## config.mk

```make
export PLATFORM = sky130hd
export DESIGN_NAME = riscv_fetch_unit
export DESIGN_NICKNAME = d
export VERILOG_FILES = /design/src/rtl/riscv_fetch_unit_pkg.sv /design/src/rtl/riscv_fetch_unit_buffer.sv /design/src/rtl/riscv_fetch_unit.sv
export SDC_FILE = /design/constraint.sdc
export NUM_CORES = 1
export LEC_CHECK = 0
export ABC_AREA = 1
export BUFFER_PORTS_ARGS = -buffer_cell sky130_fd_sc_hd__buf_2
export CAP_MARGIN = 20
export CORE_AREA = 2 2 153 155
export CTS_CLUSTER_SIZE = 30
export DETAILED_ROUTE_END_ITERATION = 7
export DIE_AREA = 0 0 155 157
export PLACE_DENSITY = 0.87
export SYNTH_ARGS = -nofsm -noshare
export SYNTH_HDL_FRONTEND = slang
export SYNTH_SLANG_ARGS = --single-unit
```

## constraint.sdc

```tcl
create_clock -name i_clk -period 7.1 [get_ports i_clk]
set_input_delay 1.42 -clock i_clk [delete_from_list [all_inputs] [get_ports i_clk]]
set_output_delay 1.42 -clock i_clk [all_outputs]
set_load 0.02 [all_outputs]
```

## src/rtl/riscv_fetch_unit_pkg.sv

```systemverilog
// Shared widths, fetch step, FSM encodings and queue entry type for the fetch front end.
package riscv_fetch_unit_pkg;

  localparam int XLEN       = 32;
  localparam int ILEN       = 32;
  localparam int FETCH_STEP = 4;

  localparam logic [1:0] BOOT  = 2'd0;
  localparam logic [1:0] RUN   = 2'd1;
  localparam logic [1:0] FLUSH = 2'd2;

  typedef struct packed {
    logic [XLEN-1:0] pc;
    logic [ILEN-1:0] instr;
  } fetch_entry_t;

endpackage

```

## src/rtl/riscv_fetch_unit_buffer.sv

```systemverilog
// Two-entry FIFO of {pc, instr} pairs sitting between instruction memory and decode.
module riscv_fetch_buffer
  import riscv_fetch_unit_pkg::*;
(
  input  logic         i_clk,
  input  logic         i_rst,
  input  logic         i_push,
  input  fetch_entry_t i_push_data,
  input  logic         i_pop,
  input  logic         i_flush,
  output logic [1:0]   o_count,
  output fetch_entry_t o_head
);

  fetch_entry_t mem_q [2];
  logic         wr_ptr_q;
  logic         rd_ptr_q;
  logic [1:0]   count_q;
  logic [1:0]   count_d;

  always_comb begin
    count_d = count_q + {1'b0, i_push} - {1'b0, i_pop};
    if (i_flush) count_d = 2'd0;
  end

  always_ff @(posedge i_clk or posedge i_rst) begin
    if (i_rst) begin
      for (int i = 0; i < 2; i++) mem_q[i] <= '0;
      wr_ptr_q <= 1'b0;
      rd_ptr_q <= 1'b0;
      count_q  <= 2'd0;
    end else begin
      count_q <= count_d;
      if (i_flush) begin
        wr_ptr_q <= 1'b0;
        rd_ptr_q <= 1'b0;
      end else begin
        if (i_push) begin
          mem_q[wr_ptr_q] <= i_push_data;
          wr_ptr_q        <= ~wr_ptr_q;
        end
        if (i_pop) rd_ptr_q <= ~rd_ptr_q;
      end
    end
  end

  assign o_count = count_q;
  assign o_head  = mem_q[rd_ptr_q];

endmodule

```

## src/rtl/riscv_fetch_unit.sv

```systemverilog
// Fetch front end: PC generation, credit-limited imem requests, redirect flush.
// Optional RISCV_FETCH_PERF_EN adds pop / discarded-word counters.
module riscv_fetch_unit
  import riscv_fetch_unit_pkg::*;
#(
  parameter logic [XLEN-1:0] RESET_PC        = '0,
  parameter int              MAX_OUTSTANDING = 2
) (
  input  logic            i_clk,
  input  logic            i_rst,
  output logic            o_imem_req,
  output logic [XLEN-1:0] o_imem_addr,
  input  logic            i_imem_gnt,
  input  logic            i_imem_rvalid,
  input  logic [31:0]     i_imem_rdata,
  input  logic            i_redirect,
  input  logic [XLEN-1:0] i_redirect_pc,
  input  logic            i_stall,
  output logic            o_fetch_valid,
  output logic [XLEN-1:0] o_fetch_pc,
  output logic [XLEN-1:0] o_fetch_instr,
  output logic [XLEN-1:0] o_fetch_pc_next,
  output logic            o_fetch_clr
`ifdef RISCV_FETCH_PERF_EN
  ,
  output logic [31:0]     o_perf_fetched,
  output logic [31:0]     o_perf_dropped
`endif
);

  logic [1:0]      state_q, state_d;
  logic [XLEN-1:0] req_pc_q, req_pc_d;
  logic [XLEN-1:0] resp_pc_q, resp_pc_d;
  logic [1:0]      outstanding_q, outstanding_d;
  logic [1:0]      drop_q, drop_d;

  logic [1:0]      buf_count;
  fetch_entry_t    buf_head;
  logic [2:0]      credit_used;
  logic            grant, push, pop, discard;

  assign credit_used   = {1'b0, outstanding_q} + {1'b0, buf_count};
  assign o_imem_req    = (state_q == RUN) && (credit_used < 3'(MAX_OUTSTANDING)) && !i_redirect;
  assign o_imem_addr   = req_pc_q;
  assign grant         = o_imem_req && i_imem_gnt;
  assign discard       = i_imem_rvalid && (drop_q != 2'd0);
  assign push          = i_imem_rvalid && (drop_q == 2'd0) && !i_redirect;
  assign o_fetch_valid = (buf_count != 2'd0);
  assign pop           = o_fetch_valid && !i_stall && !i_redirect;
  assign o_fetch_clr   = i_redirect;

  riscv_fetch_buffer u_buffer (
    .i_clk      (i_clk),
    .i_rst      (i_rst),
    .i_push     (push),
    .i_push_data({resp_pc_q, i_imem_rdata}),
    .i_pop      (pop),
    .i_flush    (i_redirect),
    .o_count    (buf_count),
    .o_head     (buf_head)
  );

  // A redirect overrides everything; responses still in flight become the drop count.
  always_comb begin
    outstanding_d = outstanding_q + {1'b0, grant} - {1'b0, i_imem_rvalid};
    req_pc_d      = grant ? req_pc_q + XLEN'(FETCH_STEP) : req_pc_q;
    resp_pc_d     = push ? resp_pc_q + XLEN'(FETCH_STEP) : resp_pc_q;
    drop_d        = discard ? drop_q - 2'd1 : drop_q;
    state_d       = state_q;
    case (state_q)
      BOOT:    state_d = RUN;
      FLUSH:   if (drop_d == 2'd0) state_d = RUN;
      default: state_d = state_q;
    endcase
    if (i_redirect) begin
      req_pc_d  = {i_redirect_pc[XLEN-1:2], 2'b00};
      resp_pc_d = {i_redirect_pc[XLEN-1:2], 2'b00};
      drop_d    = outstanding_d;
      state_d   = (outstanding_d != 2'd0) ? FLUSH : RUN;
    end
  end

  always_ff @(posedge i_clk or posedge i_rst) begin
    if (i_rst) begin
      state_q       <= BOOT;
      req_pc_q      <= RESET_PC;
      resp_pc_q     <= RESET_PC;
      outstanding_q <= 2'd0;
      drop_q        <= 2'd0;
    end else begin
      state_q       <= state_d;
      req_pc_q      <= req_pc_d;
      resp_pc_q     <= resp_pc_d;
      outstanding_q <= outstanding_d;
      drop_q        <= drop_d;
    end
  end

  // Head fields read as zero while the queue is empty.
  assign o_fetch_pc      = o_fetch_valid ? buf_head.pc : '0;
  assign o_fetch_instr   = o_fetch_valid ? XLEN'(buf_head.instr) : '0;
  assign o_fetch_pc_next = o_fetch_valid ? buf_head.pc + XLEN'(FETCH_STEP) : '0;

`ifdef RISCV_FETCH_PERF_EN
  logic [31:0] fetched_q, dropped_q;
  logic [31:0] dropped_inc;

  always_comb begin
    dropped_inc = 32'(discard);
    if (i_redirect)
      dropped_inc = dropped_inc + 32'(buf_count) + 32'(i_imem_rvalid && (drop_q == 2'd0));
  end

  always_ff @(posedge i_clk or posedge i_rst) begin
    if (i_rst) begin
      fetched_q <= '0;
      dropped_q <= '0;
    end else begin
      fetched_q <= fetched_q + 32'(pop);
      dropped_q <= dropped_q + dropped_inc;
    end
  end

  assign o_perf_fetched = fetched_q;
  assign o_perf_dropped = dropped_q;
`else
  // Counters compiled out; no perf ports exist in this build.
`endif

endmodule
```

==> impl_metrics.json <==
{
  "hold_viol_final": 0,
  "synthCells": 1633,
  "synth_adder_area_share_pct": 1.06,
  "insertion_delay_ns": 0.44,
  "die_area_um2": 24300,
  "cts.htree.levels": 4,
  "synthMuxAreaShare_pct": 0,
  "crit_path_top_delay_cell": "dfrtp_2",
  "cpLargestDelayFamily": "buffers and inverters",
  "clock_skew_ns": 0.0140,
  "synth-seq-cells": 194,
  "fill_cells": 2051,
  "hpwl_um": 21000,
  "synthSimpleGateAreaFrac_pct": 31.9,
  "cp-start-kind": "flip-flop",
  "antenna_cells": 0,
  "end_kind": "primary output",
  "die_x_um": 155,
  "synth_top_area_share_pct": 42.8,
  "syn_area_per_cell_um2": 6.95,
  "initial_core_util_pct": 50.5,
  "grt_setup_unrepaired": "false",
  "slew_violations": 0,
  "drtPass1Iterations": 6,
  "synth-xor-area-share_pct": 2.39,
  "globalplace.congestion": 0.955,
  "ir_drop_mv": 0.189,
  "synth.distinct_cells": 44,
  "arrival_ns": 3.28,
  "layout_min_cycle_time_ns": 4.70,
  "wirelength_um": 30300,
  "path_max_fanout": 39,
  "cts-resized-gates": 0,
  "ioPinCount": 201,
  "regArea_um2": 4860,
  "ys_seq_area_share_pct": 42.8,
  "setup_viol": 0,
  "layout-drive-gt1-share_pct": 15.3,
  "outcome": "finished clean",
  "gr-total-overflow": 0,
  "core_um2": 22500,
  "antenna_found_initial": 0,
  "cp.required_ns": 5.68,
  "power_density_nw_per_um2": 342,
  "ctsHoldBuffers": 0,
  "cts_buffers": 17,
  "portBuffers": 192,
  "area_growth_pct": 14.7,
  "relSlewSlack_pct": 40.1,
  "yosys.area.top_type": "dfrtp_1",
  "nets": 1862,
  "wl_per_cell_um": 14.5,
  "synth-compound-area-share_pct": 11.3,
  "multi_input_area_um2": 5340,
  "synth_edf_count": 0,
  "synth.top_cells.by_area": "dfrtp_1 (43%), nand2_1 (19%), inv_1 (6.9%), o21ai_0 (6.8%), nand3_1 (4.1%)",
  "worst-path-buf-inv": 4,
  "slowest_delay_ns": 0.83,
  "synth_flop_cell": "dfrtp_1",
  "row_count": 55,
  "clock-sinks": 194,
  "crit_chain": "buf_4, o21ai_2, inv_1, ha_1, nand2_1, nor2_4, nand3b_2, nor2_2, nand2_1, nand2_1, nand2_1, inv_1, buf_2",
  "clk_pin_slew_worst_paths_ns": 0.07,
  "synth_top_family_by_area": "simple AND/OR/NAND/NOR gates",
  "vias": 11000,
  "cts_root_buf": "clkbuf_16",
  "path_common_cell": "nand2_1",
  "first_iter_violations": 1146,
  "postCtsSetupBuffers": 0,
  "drtAntennaViolNets": 0,
  "cts_tree": "built",
  "tns_ns": 0,
  "finalCritPeriodShare_pct": 66.2,
  "cts_buffer_depth": 2,
  "grtUsageTotal_pct": 25.0,
  "ys_async_sr_fraction_pct": 100,
  "leakagePower_nw": 6.97,
  "grt_pass1_wl_um": 49200,
  "p_total_mw": 4.45,
  "hold_path_class": "flip-flop to flip-flop",
  "grt_max_degree": 126,
  "syn_area_um2": 11400,
  "cap_viol_max_count": 0,
  "fp.dieH_um": 157,
  "crit_type": "flip-flop to primary output",
  "first_global_vias": 10100,
  "yosys_warnings": 0,
  "drc": 0,
  "vias_per_cell": 5.26,
  "fmax_mhz": 213,
  "worst_pin_slew_ns": 0.898
}
-- cells in the final DEF, fill, tap and decap left out, types with 2 or more instances in the layout --
cell type	n
a21oi_1	56
a31oi_1	3
and2_1	2
buf_2	192
buf_4	4
clkbuf_16	17
clkinv_8	4
conb_1	6
dfrtp_1	193
ha_1	8
inv_1	209
inv_2	4
inv_6	5
inv_8	7
nand2_1	578
nand2_2	11
nand2_4	3
nand3_1	94
nand3_2	2
nand4_1	16
nor2_1	120
nor2_2	7
nor2_4	10
nor3_1	11
nor3b_1	3
nor4_1	2
o211ai_1	16
o21ai_0	154
o21ai_1	10
o21bai_1	2
o221ai_1	2
xnor2_1	6
xor2_1	25
-- sequential cells by signal, indices dropped and copies added, names as in the netlist --
signal / cells
u_buffer.mem_q: 124
o_imem_addr: 30
resp_pc_q: 30
drop_q: 2
outstanding_q: 2
state_q: 2
u_buffer.o_count: 2
u_buffer.rd_ptr_q: 1
u_buffer.wr_ptr_q: 1
-- final cells by class --
type                            instances  share of cell area, %
Sequential cell                       194                   37.3
Clock buffer                           17                   3.27
Multi-Input combinational cell       1156                   41.0
Tap cell                              285                   2.74
Clock inverter                         15                   1.37
Timing Repair Buffer                  198                   7.98
Inverter                              216                   6.30
-- cells by family (layout without fill, tap and decap cells) --
logic type               after synthesis  count (layout)
AO/OA/AOI/OAI                        245             245
XOR/XNOR                              31              31
adder cells (fa/ha/maj)                9               9
buffers and inverters                288             446
flip-flops                           194             194
other                                  1               6
AND/OR/NAND/NOR                      865             865
-- metal layers --
metal	vias to the layer above	part of all wire, %	track usage [%]
li1	5390	-	-
met1	5011	45	35.9
met2	502	46	39.6
met3	53	7.8	3.50
met4	0	2.1	7.80
met5	-	0	0
-- worst paths after layout --
| path | endpoint | cells past startpoint | slack [ns] | from |
|---|---|---|---|---|
| hold / removal | u_buffer.mem_q[73]$_DFFE_PP0P_ | 2 | 0.49 | u_buffer.mem_q[73]$_DFFE_PP0P_ |
| min in group asynchronous | u_buffer.mem_q[4]$_DFFE_PP0P_ | 2 | 1.07 | i_rst |
| setup reg to reg | o_imem_addr[16]$_DFFE_PP0P_ | 12 | 3.86 | u_buffer.o_count[0]$_DFF_PP0_ |
| setup / recovery | o_fetch_pc_next[28] | 13 | 2.40 | u_buffer.rd_ptr_q$_DFFE_PP0P_ |
| max in group asynchronous | u_buffer.mem_q[62]$_DFFE_PP0P_ | 3 | 4.67 | i_rst |
| hold reg to reg | u_buffer.mem_q[73]$_DFFE_PP0P_ | 2 | 0.49 | u_buffer.mem_q[73]$_DFFE_PP0P_ |
-- metrics by stage --
stage          utilization, %  instances  cell area, um2  hold slack (ns)  setup slack [ns]
2_1_floorplan               -       1638           11400            0.445             0.396
3_3_place_gp             55.0       2047           12400            0.459              2.72
3_5_place_dp             55.0       2047           12400            0.473              2.65
4_1_cts                  57.6       2079           13000            0.492              2.40
5_1_grt                  57.9       2081           13000            0.503              2.18
6_report                 57.9       2081           13000            0.486              2.40
-- cell usage after synthesis, drive strengths merged (2+ instances only) --
library cell  number
a21oi             56
dfrtp            194
buf               38
nand4             16
nor4               2
nand2            592
xnor2              6
inv              215
clkbuf            34
nor2             138
ha                 8
o21bai             2
xor2              25
o21ai            165
nor3              11
o211ai            16
nor3b              3
and2               2
nand3             97
o221ai             2
or2                2
a31oi              3
-- worst min-delay path: cells and delay by family (launching register included) --
kind	cells	cell delay [ns]
DFF	1	0.35
AOI/OAI and AO/OA	1	0.06
and+or+nand+nor	1	0.05
-- power by group --
group / leakage (nW) / internal, mW / switching (mW)
clock network: 0.297 / 0.482 / 0.495
registers: 2.45 / 1.51 / 0.299
logic: 4.22 / 0.532 / 1.14
total: 6.97 / 2.52 / 1.93
(Power assumes the default switching activity.)
